<file path="config.mk">
export PLATFORM = sky130hd
export DESIGN_NAME = stopwatch_display_flat
export DESIGN_NICKNAME = d
export VERILOG_FILES = /design/src/rtl/stopwatch_pkg.sv /design/src/rtl/stopwatch_display_if.sv /design/src/rtl/stopwatch_display_bin2bcd_seq.sv /design/src/rtl/stopwatch_display.sv /design/src/flat_wrapper.sv
export SDC_FILE = /design/constraint.sdc
export NUM_CORES = 1
export LEC_CHECK = 0
export CAP_MARGIN = 20
export CORE_ASPECT_RATIO = 0.6
export CORE_UTILIZATION = 55
export CTS_BUF_LIST = sky130_fd_sc_hd__clkbuf_8
export DETAILED_ROUTE_END_ITERATION = 16
export PLACE_DENSITY = 0.83
export SYNTH_ARGS = -nofsm -noshare
export SYNTH_HDL_FRONTEND = slang
export SYNTH_SLANG_ARGS = --single-unit
</file>
<file path="constraint.sdc">
create_clock -name clk -period 2.6 [get_ports clk]
set_input_delay 0.78 -clock clk [delete_from_list [all_inputs] [get_ports clk]]
set_output_delay 0.78 -clock clk [all_outputs]
set_load 0.05 [all_outputs]
</file>
<file path="src/rtl/stopwatch_pkg.sv">
// Shared constants and types for the stopwatch display path: status codes,
// display clamps, the 7-segment lookup and the conversion FSM encoding.
package stopwatch_pkg;

    localparam logic [1:0] ST_IDLE    = 2'b00;
    localparam logic [1:0] ST_RUNNING = 2'b01;
    localparam logic [1:0] ST_PAUSED  = 2'b10;

    localparam int MIN_DISP_MAX = 99;
    localparam int SEC_DISP_MAX = 59;

    // Active-high segment patterns, bit order {g,f,e,d,c,b,a}
    localparam logic [6:0] SEG_LUT [10] = '{
        7'b0111111, 7'b0000110, 7'b1011011, 7'b1001111, 7'b1100110,
        7'b1101101, 7'b1111101, 7'b0000111, 7'b1111111, 7'b1101111
    };

    typedef enum logic [1:0] {
        S_IDLE  = 2'b00,
        S_SHIFT = 2'b01,
        S_LOAD  = 2'b10
    } fsm_state_t;

    function automatic logic [6:0] seg_of(input logic [3:0] d);
        if (d > 4'd9) return 7'b0000000;
        return SEG_LUT[d];
    endfunction

endpackage

</file>
<file path="src/rtl/stopwatch_display_if.sv">
// Bundle between the stopwatch core side and the display driver; the
// display block is the slave, the core (or a bench) is the master.
interface stopwatch_display_if;
    import stopwatch_pkg::*;

    logic [7:0] minutes;
    logic [5:0] seconds;
    logic [1:0] status;
    logic [6:0] seg;
    logic       dp;
    logic [3:0] an;
    logic       busy;
    logic       upd;
    logic       ovf;
    fsm_state_t dbg_state;

    modport master (
        output minutes, seconds, status,
        input  seg, dp, an, busy, upd, ovf, dbg_state
    );

    modport slave (
        input  minutes, seconds, status,
        output seg, dp, an, busy, upd, ovf, dbg_state
    );

endinterface

</file>
<file path="src/rtl/stopwatch_display_bin2bcd_seq.sv">
// Iterative 7-bit binary to 2-digit BCD (double-dabble), one shift per cycle.
module bin2bcd_seq (
    input  logic       clk,
    input  logic       rst,
    input  logic       start_i,
    input  logic [6:0] bin_i,
    output logic       busy_o,
    output logic       done_o,
    output logic [7:0] bcd_o
);
    // Handshake: start_i is a one-cycle request honoured whenever it is high;
    // done_o is high during the final shift and bcd_o is stable from the next
    // cycle until the following start_i.
    logic [14:0] sr_q, sr_d, adj;
    logic [2:0]  cnt_q, cnt_d;
    logic        busy_q, busy_d;

    always_comb begin
        adj = sr_q;
        if (adj[10:7] >= 4'd5)  adj[10:7]  = adj[10:7] + 4'd3;
        if (adj[14:11] >= 4'd5) adj[14:11] = adj[14:11] + 4'd3;

        sr_d   = sr_q;
        cnt_d  = cnt_q;
        busy_d = busy_q;
        if (start_i) begin
            sr_d   = {8'd0, bin_i};
            cnt_d  = 3'd0;
            busy_d = 1'b1;
        end else if (busy_q) begin
            sr_d  = {adj[13:0], 1'b0};
            cnt_d = cnt_q + 3'd1;
            if (cnt_q == 3'd6) busy_d = 1'b0;
        end
    end

    always_ff @(posedge clk) begin
        if (rst) begin
            sr_q   <= '0;
            cnt_q  <= '0;
            busy_q <= 1'b0;
        end else begin
            sr_q   <= sr_d;
            cnt_q  <= cnt_d;
            busy_q <= busy_d;
        end
    end

    assign busy_o = busy_q;
    assign done_o = busy_q && (cnt_q == 3'd6);
    assign bcd_o  = sr_q[14:7];

endmodule

</file>
<file path="src/rtl/stopwatch_display.sv">
// Captures MM:SS from the stopwatch core, converts to BCD and scans a
// 4-digit 7-segment display with a run/pause-dependent separator dot.
module stopwatch_display
    import stopwatch_pkg::*;
#(
    parameter int SCAN_CYCLES    = 50000,
    parameter int BLINK_FRAMES   = 64,
    parameter int SEG_ACTIVE_LOW = 1
) (
    input logic clk,
    input logic rst,
    stopwatch_display_if.slave bus
);
    localparam int   CW  = $clog2(SCAN_CYCLES);
    localparam int   BW  = $clog2(BLINK_FRAMES) + 1;
    localparam logic POL = (SEG_ACTIVE_LOW != 0);

    fsm_state_t        state_q, state_d;
    logic [13:0]       cap_q, cap_d;
    logic              valid_q, valid_d, ovf_q, ovf_d, busy_q, busy_d, upd_q, upd_d;
    logic [3:0][3:0]   dig_q, dig_d;
    logic [CW-1:0]     scan_cnt_q, scan_cnt_d;
    logic [1:0]        idx_q, idx_d, status_q, status_d;
    logic [BW-1:0]     blink_cnt_q, blink_cnt_d;
    logic              blink_q, blink_d, dp_q, dp_d;
    logic [3:0]        an_q, an_d;
    logic [6:0]        seg_q, seg_d;

    logic              start, min_over, min_busy, sec_busy, min_done, sec_done;
    logic [6:0]        min_clamp, sec_clamp;
    logic [7:0]        min_bcd, sec_bcd;
    logic              wrap, frame_done, dp_on;

    assign min_over  = bus.minutes > 8'(MIN_DISP_MAX);
    assign min_clamp = min_over ? 7'(MIN_DISP_MAX) : bus.minutes[6:0];
    assign sec_clamp = (bus.seconds > 6'(SEC_DISP_MAX)) ? 7'(SEC_DISP_MAX) : {1'b0, bus.seconds};
    assign start     = (state_q == S_IDLE) && (!valid_q || ({bus.minutes, bus.seconds} != cap_q));

    bin2bcd_seq u_min (
        .clk(clk), .rst(rst), .start_i(start), .bin_i(min_clamp),
        .busy_o(min_busy), .done_o(min_done), .bcd_o(min_bcd)
    );

    bin2bcd_seq u_sec (
        .clk(clk), .rst(rst), .start_i(start), .bin_i(sec_clamp),
        .busy_o(sec_busy), .done_o(sec_done), .bcd_o(sec_bcd)
    );

    always_comb begin
        state_d = state_q;
        cap_d   = cap_q;
        valid_d = valid_q;
        ovf_d   = ovf_q;
        dig_d   = dig_q;
        upd_d   = 1'b0;
        case (state_q)
            S_IDLE: begin
                if (start) begin
                    cap_d   = {bus.minutes, bus.seconds};
                    valid_d = 1'b1;
                    ovf_d   = min_over;
                    state_d = S_SHIFT;
                end
            end
            S_SHIFT: begin
                // Falling back to IDLE only guards against converters that lost their start
                if (min_done && sec_done)        state_d = S_LOAD;
                else if (!(min_busy || sec_busy)) state_d = S_IDLE;
            end
            S_LOAD: begin
                dig_d   = {min_bcd, sec_bcd};
                upd_d   = 1'b1;
                state_d = S_IDLE;
            end
            default: state_d = S_IDLE;
        endcase
        busy_d = (state_d != S_IDLE);
    end

    always_comb begin
        wrap        = (scan_cnt_q == CW'(SCAN_CYCLES - 1));
        frame_done  = wrap && (idx_q == 2'd3);
        scan_cnt_d  = wrap ? '0 : scan_cnt_q + 1'b1;
        idx_d       = wrap ? idx_q + 2'd1 : idx_q;
        status_d    = bus.status;
        blink_cnt_d = blink_cnt_q;
        blink_d     = blink_q;
        if (bus.status != status_q) begin
            blink_cnt_d = '0;
            blink_d     = 1'b0;
        end else if ((bus.status == ST_PAUSED) && frame_done) begin
            if (blink_cnt_q == BW'(BLINK_FRAMES - 1)) begin
                blink_cnt_d = '0;
                blink_d     = ~blink_q;
            end else begin
                blink_cnt_d = blink_cnt_q + 1'b1;
            end
        end
        dp_on = (idx_d == 2'd2) &&
                ((bus.status == ST_RUNNING) || ((bus.status == ST_PAUSED) && blink_d));
        an_d  = an_q;
        seg_d = seg_q;
        dp_d  = dp_q;
        if (wrap) begin
            an_d  = (4'b0001 << idx_d) ^ {4{POL}};
            seg_d = seg_of(dig_q[idx_d]) ^ {7{POL}};
            dp_d  = dp_on ^ POL;
        end
    end

    always_ff @(posedge clk) begin
        if (rst) begin
            state_q     <= S_IDLE;
            cap_q       <= '0;
            valid_q     <= 1'b0;
            ovf_q       <= 1'b0;
            busy_q      <= 1'b0;
            upd_q       <= 1'b0;
            dig_q       <= '0;
            scan_cnt_q  <= '0;
            idx_q       <= '0;
            status_q    <= '0;
            blink_cnt_q <= '0;
            blink_q     <= 1'b0;
            an_q        <= 4'b0001 ^ {4{POL}};
            seg_q       <= SEG_LUT[0] ^ {7{POL}};
            dp_q        <= POL;
        end else begin
            state_q     <= state_d;
            cap_q       <= cap_d;
            valid_q     <= valid_d;
            ovf_q       <= ovf_d;
            busy_q      <= busy_d;
            upd_q       <= upd_d;
            dig_q       <= dig_d;
            scan_cnt_q  <= scan_cnt_d;
            idx_q       <= idx_d;
            status_q    <= status_d;
            blink_cnt_q <= blink_cnt_d;
            blink_q     <= blink_d;
            an_q        <= an_d;
            seg_q       <= seg_d;
            dp_q        <= dp_d;
        end
    end

    assign bus.seg       = seg_q;
    assign bus.dp        = dp_q;
    assign bus.an        = an_q;
    assign bus.busy      = busy_q;
    assign bus.upd       = upd_q;
    assign bus.ovf       = ovf_q;
    assign bus.dbg_state = state_q;

endmodule

</file>
<file path="src/flat_wrapper.sv">
// flat-port wrapper written by rule: the top's interface ports become plain ports
module stopwatch_display_flat import stopwatch_pkg::*;
#(
    parameter int SCAN_CYCLES    = 50000,
    parameter int BLINK_FRAMES   = 64,
    parameter int SEG_ACTIVE_LOW = 1
)
  (clk, rst, bus_minutes, bus_seconds, bus_status, bus_seg, bus_dp, bus_an, bus_busy, bus_upd, bus_ovf, bus_dbg_state);
  stopwatch_display_if bus_i ();
  input logic clk;
  input logic rst;
  input wire logic [$bits(bus_i.minutes)-1:0] bus_minutes;
  input wire logic [$bits(bus_i.seconds)-1:0] bus_seconds;
  input wire logic [$bits(bus_i.status)-1:0] bus_status;
  output wire logic [$bits(bus_i.seg)-1:0] bus_seg;
  output wire logic [$bits(bus_i.dp)-1:0] bus_dp;
  output wire logic [$bits(bus_i.an)-1:0] bus_an;
  output wire logic [$bits(bus_i.busy)-1:0] bus_busy;
  output wire logic [$bits(bus_i.upd)-1:0] bus_upd;
  output wire logic [$bits(bus_i.ovf)-1:0] bus_ovf;
  output wire logic [$bits(bus_i.dbg_state)-1:0] bus_dbg_state;
  assign bus_i.minutes = bus_minutes;
  assign bus_i.seconds = bus_seconds;
  assign bus_i.status = bus_status;
  assign bus_seg = bus_i.seg;
  assign bus_dp = bus_i.dp;
  assign bus_an = bus_i.an;
  assign bus_busy = bus_i.busy;
  assign bus_upd = bus_i.upd;
  assign bus_ovf = bus_i.ovf;
  assign bus_dbg_state = bus_i.dbg_state;
  stopwatch_display #(.SCAN_CYCLES(SCAN_CYCLES), .BLINK_FRAMES(BLINK_FRAMES), .SEG_ACTIVE_LOW(SEG_ACTIVE_LOW)) u_core (.clk(clk), .rst(rst), .bus(bus_i));
endmodule
</file>
==> flow_summary.toml <==
[critical_path]
endpoint_kind = "flip-flop"
r2r_start = "u_core.scan_cnt_q[15]$_SDFF_PP0_"
rrSetupSlack_ns = 0.05
worstReg2RegEnd = "u_core.bus.seg[4]$_SDFFE_PP0N_"
worst_setup_path_start_kind = "flip-flop"
cp.arrival_ns = 2.91
r2r_cells = 9
path_max_fanout = 8
worstSetupPathType = "reg2reg"
cp.required_ns = 2.96

[hold_path]
whs_endpoint = "u_core.blink_cnt_q[6]$_SDFFE_PP0N_"
hold_depth = 1
min_from = "u_core.blink_cnt_q[6]$_SDFFE_PP0N_"
min_path_type = "reg2reg"

[power]
sw_frac_of_total = 0.232
peakVddDrop_mv = 0.353
power.static_leakage_uw = 0.00256
p_per_area_nw_per_um2 = 589
pwr-share-comb = 0.087
seqPwrFrac = 0.483
clockPowerShare = 0.430
p_sw_uw = 877
intPower_uw = 2910

[synth]
synth_compound_area_frac = 0.110
muxShareOfSynthArea = 0.103
synth_top_area_cell = "dfxtp_1"
synth.most_common_cell = "dfxtp_1"
syn-num-nets = 624
synth_fa_ha_area_frac = 0.0428
synth_edf_count = 0
ys_top_cells_by_count = "dfxtp_1 (114), nor2_1 (82), nand2_1 (53), a21oi_1 (47), mux2i_1 (33)"
synth_simple_gate_area_frac = 0.196
async_flop_share = 0
synth-main-ff-cell = "dfxtp_1"
netlist.area_leader.share = 0.433
synth-xor-area-share = 0.0748
synth_area_leaders = "dfxtp_1 (43%), mux2i_1 (6.3%), nor2_1 (5.8%), a21oi_1 (4.5%), ha_1 (4.3%)"
synth_area_sq_um = 5270
ys_ff_latch = 114
ys_seq_area_frac = 0.433
synth_top_family_by_area = "simple AND/OR/NAND/NOR gates"
postSynthAreaPerCell_sq_um = 8.96
synth_cell_type_count = 50
ys_warn_count = 0
synth_cells = 588

[outcome]
status = "complete, no violations"

[grt]
grt-ovfl-total = 0
grt_pass1_vias = 4100
grt_pass1_wl_um = 19700
use_met2 = 0.375
antenna_found_initial = 0
grtUsageTotal = 0.252
met3_usage = 0.0710
grt_use_met1 = 0.349
grt_most_used_layer = "met2"
grt_max_degree = 31

[timing]
relSlewSlack = 0.537
hold_viol = 0
period_minus_slack_ns = 2.55
slew_viol_final = 0
finalCritPeriodShare = 0.981
finalSetupTns_ns = 0
setup_viol = 0
fmax_ghz = 0.392
worstMarginPinSlew_ns = 0.694
fin_worst_skew_ns = 0.0102

[routing]
drcViolationCount = 0
first_pass_iters = 5
ant_nets = 0
wl_per_cell_um = 14.8
drt_iter0_drc = 352
routed_via_density = 5.51
via_count = 4361
routed_wl_um = 11700

[die]
row_count = 27
dieArea_sq_um = 9990
die-height_um = 77.8
start_util = 0.571
coreArea_sq_um = 9220
die_w_um = 128
io_pins = 35

[flow_run]
cap_violations = 0

[cts]
clk_pin_slew_ns = 0.06
root_buffer = "clkbuf_8"
clkLatencyLatePin_ns = 0.43
clock_path_buffers = 2
cts_buffers = 17
cts_tree = "done"
htreeDepth = 4
clock_sinks = 114
ctsHoldBuffers = 0

[placed_design]
portBuffers = 34
dpl.hpwl_um = 8060
place_inst = 760
place.gp.congestion = 0.869

[layout]
fin_nets = 686
antennaDiodeCount = 0
final_cell_count_no_fill = 791
area_growth_pct = 22.1
drive_gt1_frac = 0.145
worst max-delay path by stage:
stage / slack (ns) / from / endpoint / cells after the start
after floorplan: -0.009 / u_core.scan_cnt_q[13]$_SDFF_PP0_ / u_core.bus.seg[0]$_SDFFE_PP0N_ / 7
after global placement: -0.24 / bus_minutes[0] / u_core.u_sec.sr_q[14]$_SDFFE_PP0P_ / 8
after detailed placement: -0.31 / bus_minutes[0] / u_core.u_sec.sr_q[14]$_SDFFE_PP0P_ / 8
after CTS: 0.01 / u_core.scan_cnt_q[15]$_SDFF_PP0_ / u_core.bus.seg[2]$_SDFFE_PP0N_ / 8
after global routing: -0.002 / u_core.scan_cnt_q[15]$_SDFF_PP0_ / u_core.bus.seg[4]$_SDFFE_PP0N_ / 9
final: 0.05 / u_core.scan_cnt_q[15]$_SDFF_PP0_ / u_core.bus.seg[4]$_SDFFE_PP0N_ / 9
metal layers:
metal,wire [um],part of all wire,vias up
met5,0,0,-
met4,138,0.012,0
met3,586,0.050,19
met2,5290,0.45,136
met1,5700,0.49,2064
li1,-,-,2142
timing repair:
action / 4_1_cts / 5_1_grt
buffers inserted: 0 / 1
resized for setup: 0 / 5
hold endpoints to repair: 0 / 0
endpoints found under the setup margin: 0 / 18
cells in the final DEF, fill, tap and decap left out, types with 17 or more instances in the layout:
cell,instances
ha_1,17
a21oi_1,46
inv_1,25
nand2_1,53
buf_4,37
xnor2_1,25
nor2_1,81
clkbuf_8,22
mux2i_1,31
clkdlybuf4s50_1,33
dfxtp_1,113
xor2_1,20
through the flow:
step	util	area, sq um	total power (uW)	hold WS [ns]	setup slack [ns]
final	0.697	6430	3790	0.451	0.0497
after global routing	0.697	6430	3940	0.466	-0.00164
after CTS	0.693	6390	3810	0.452	0.00976
after detailed placement	0.651	6000	2190	0.443	-0.308
after global placement	0.651	6000	2180	0.425	-0.237
after floorplan	-	5290	2060	0.413	-0.00947
power by group through the flow:
stage                     combinational, uW  clock (uW)  sequential, uW
after floorplan                         185           0            1870
after global placement                  316           0            1860
after detailed placement                325           0            1870
after CTS                               328        1650            1830
after global routing                    361        1750            1830
final                                   330        1630            1830
worst max-delay path, stage by stage (launching register included):
cell,delay (ns)
dfxtp_1,0.34
or4bb_4,0.58
nor4_4,0.32
buf_6,0.20
mux2i_4,0.27
inv_1,0.07
ha_2,0.21
o311ai_1,0.25
o211ai_1,0.16
o21ai_1,0.10
layout make-up:
class / instances / area [sq um]
Tap cell: 130 / 163
Multi-Input combinational cell: 419 / 2830
Clock inverter: 8 / 86.3
Inverter: 23 / 86.3
Clock buffer: 22 / 303
Fill cell: 639 / 2790
Sequential cell: 114 / 2280
Timing Repair Buffer: 75 / 684
state kept, by name (all words and copies together) (netlist names), 4 cells and up:
name and flops:
u_core.u_min.sr_q 15, u_core.cap_q 14, u_core.bus.seg 7, u_core.dig_q 16, u_core.blink_cnt_q 7, u_core.u_sec.sr_q 15, u_core.scan_cnt_q 16, u_core.bus.an 4
kinds of logic (layout without fill, tap and decap cells):
logic type / after synthesis / count (layout)
DFF: 114 / 114
AOI/OAI and AO/OA: 97 / 97
adders and majority gates: 18 / 18
muxes: 44 / 44
and+or+nand+nor: 215 / 215
xor gates and xnor gates: 45 / 45
buffers and inverters: 55 / 128
Power figures use the tool's default switching activity.
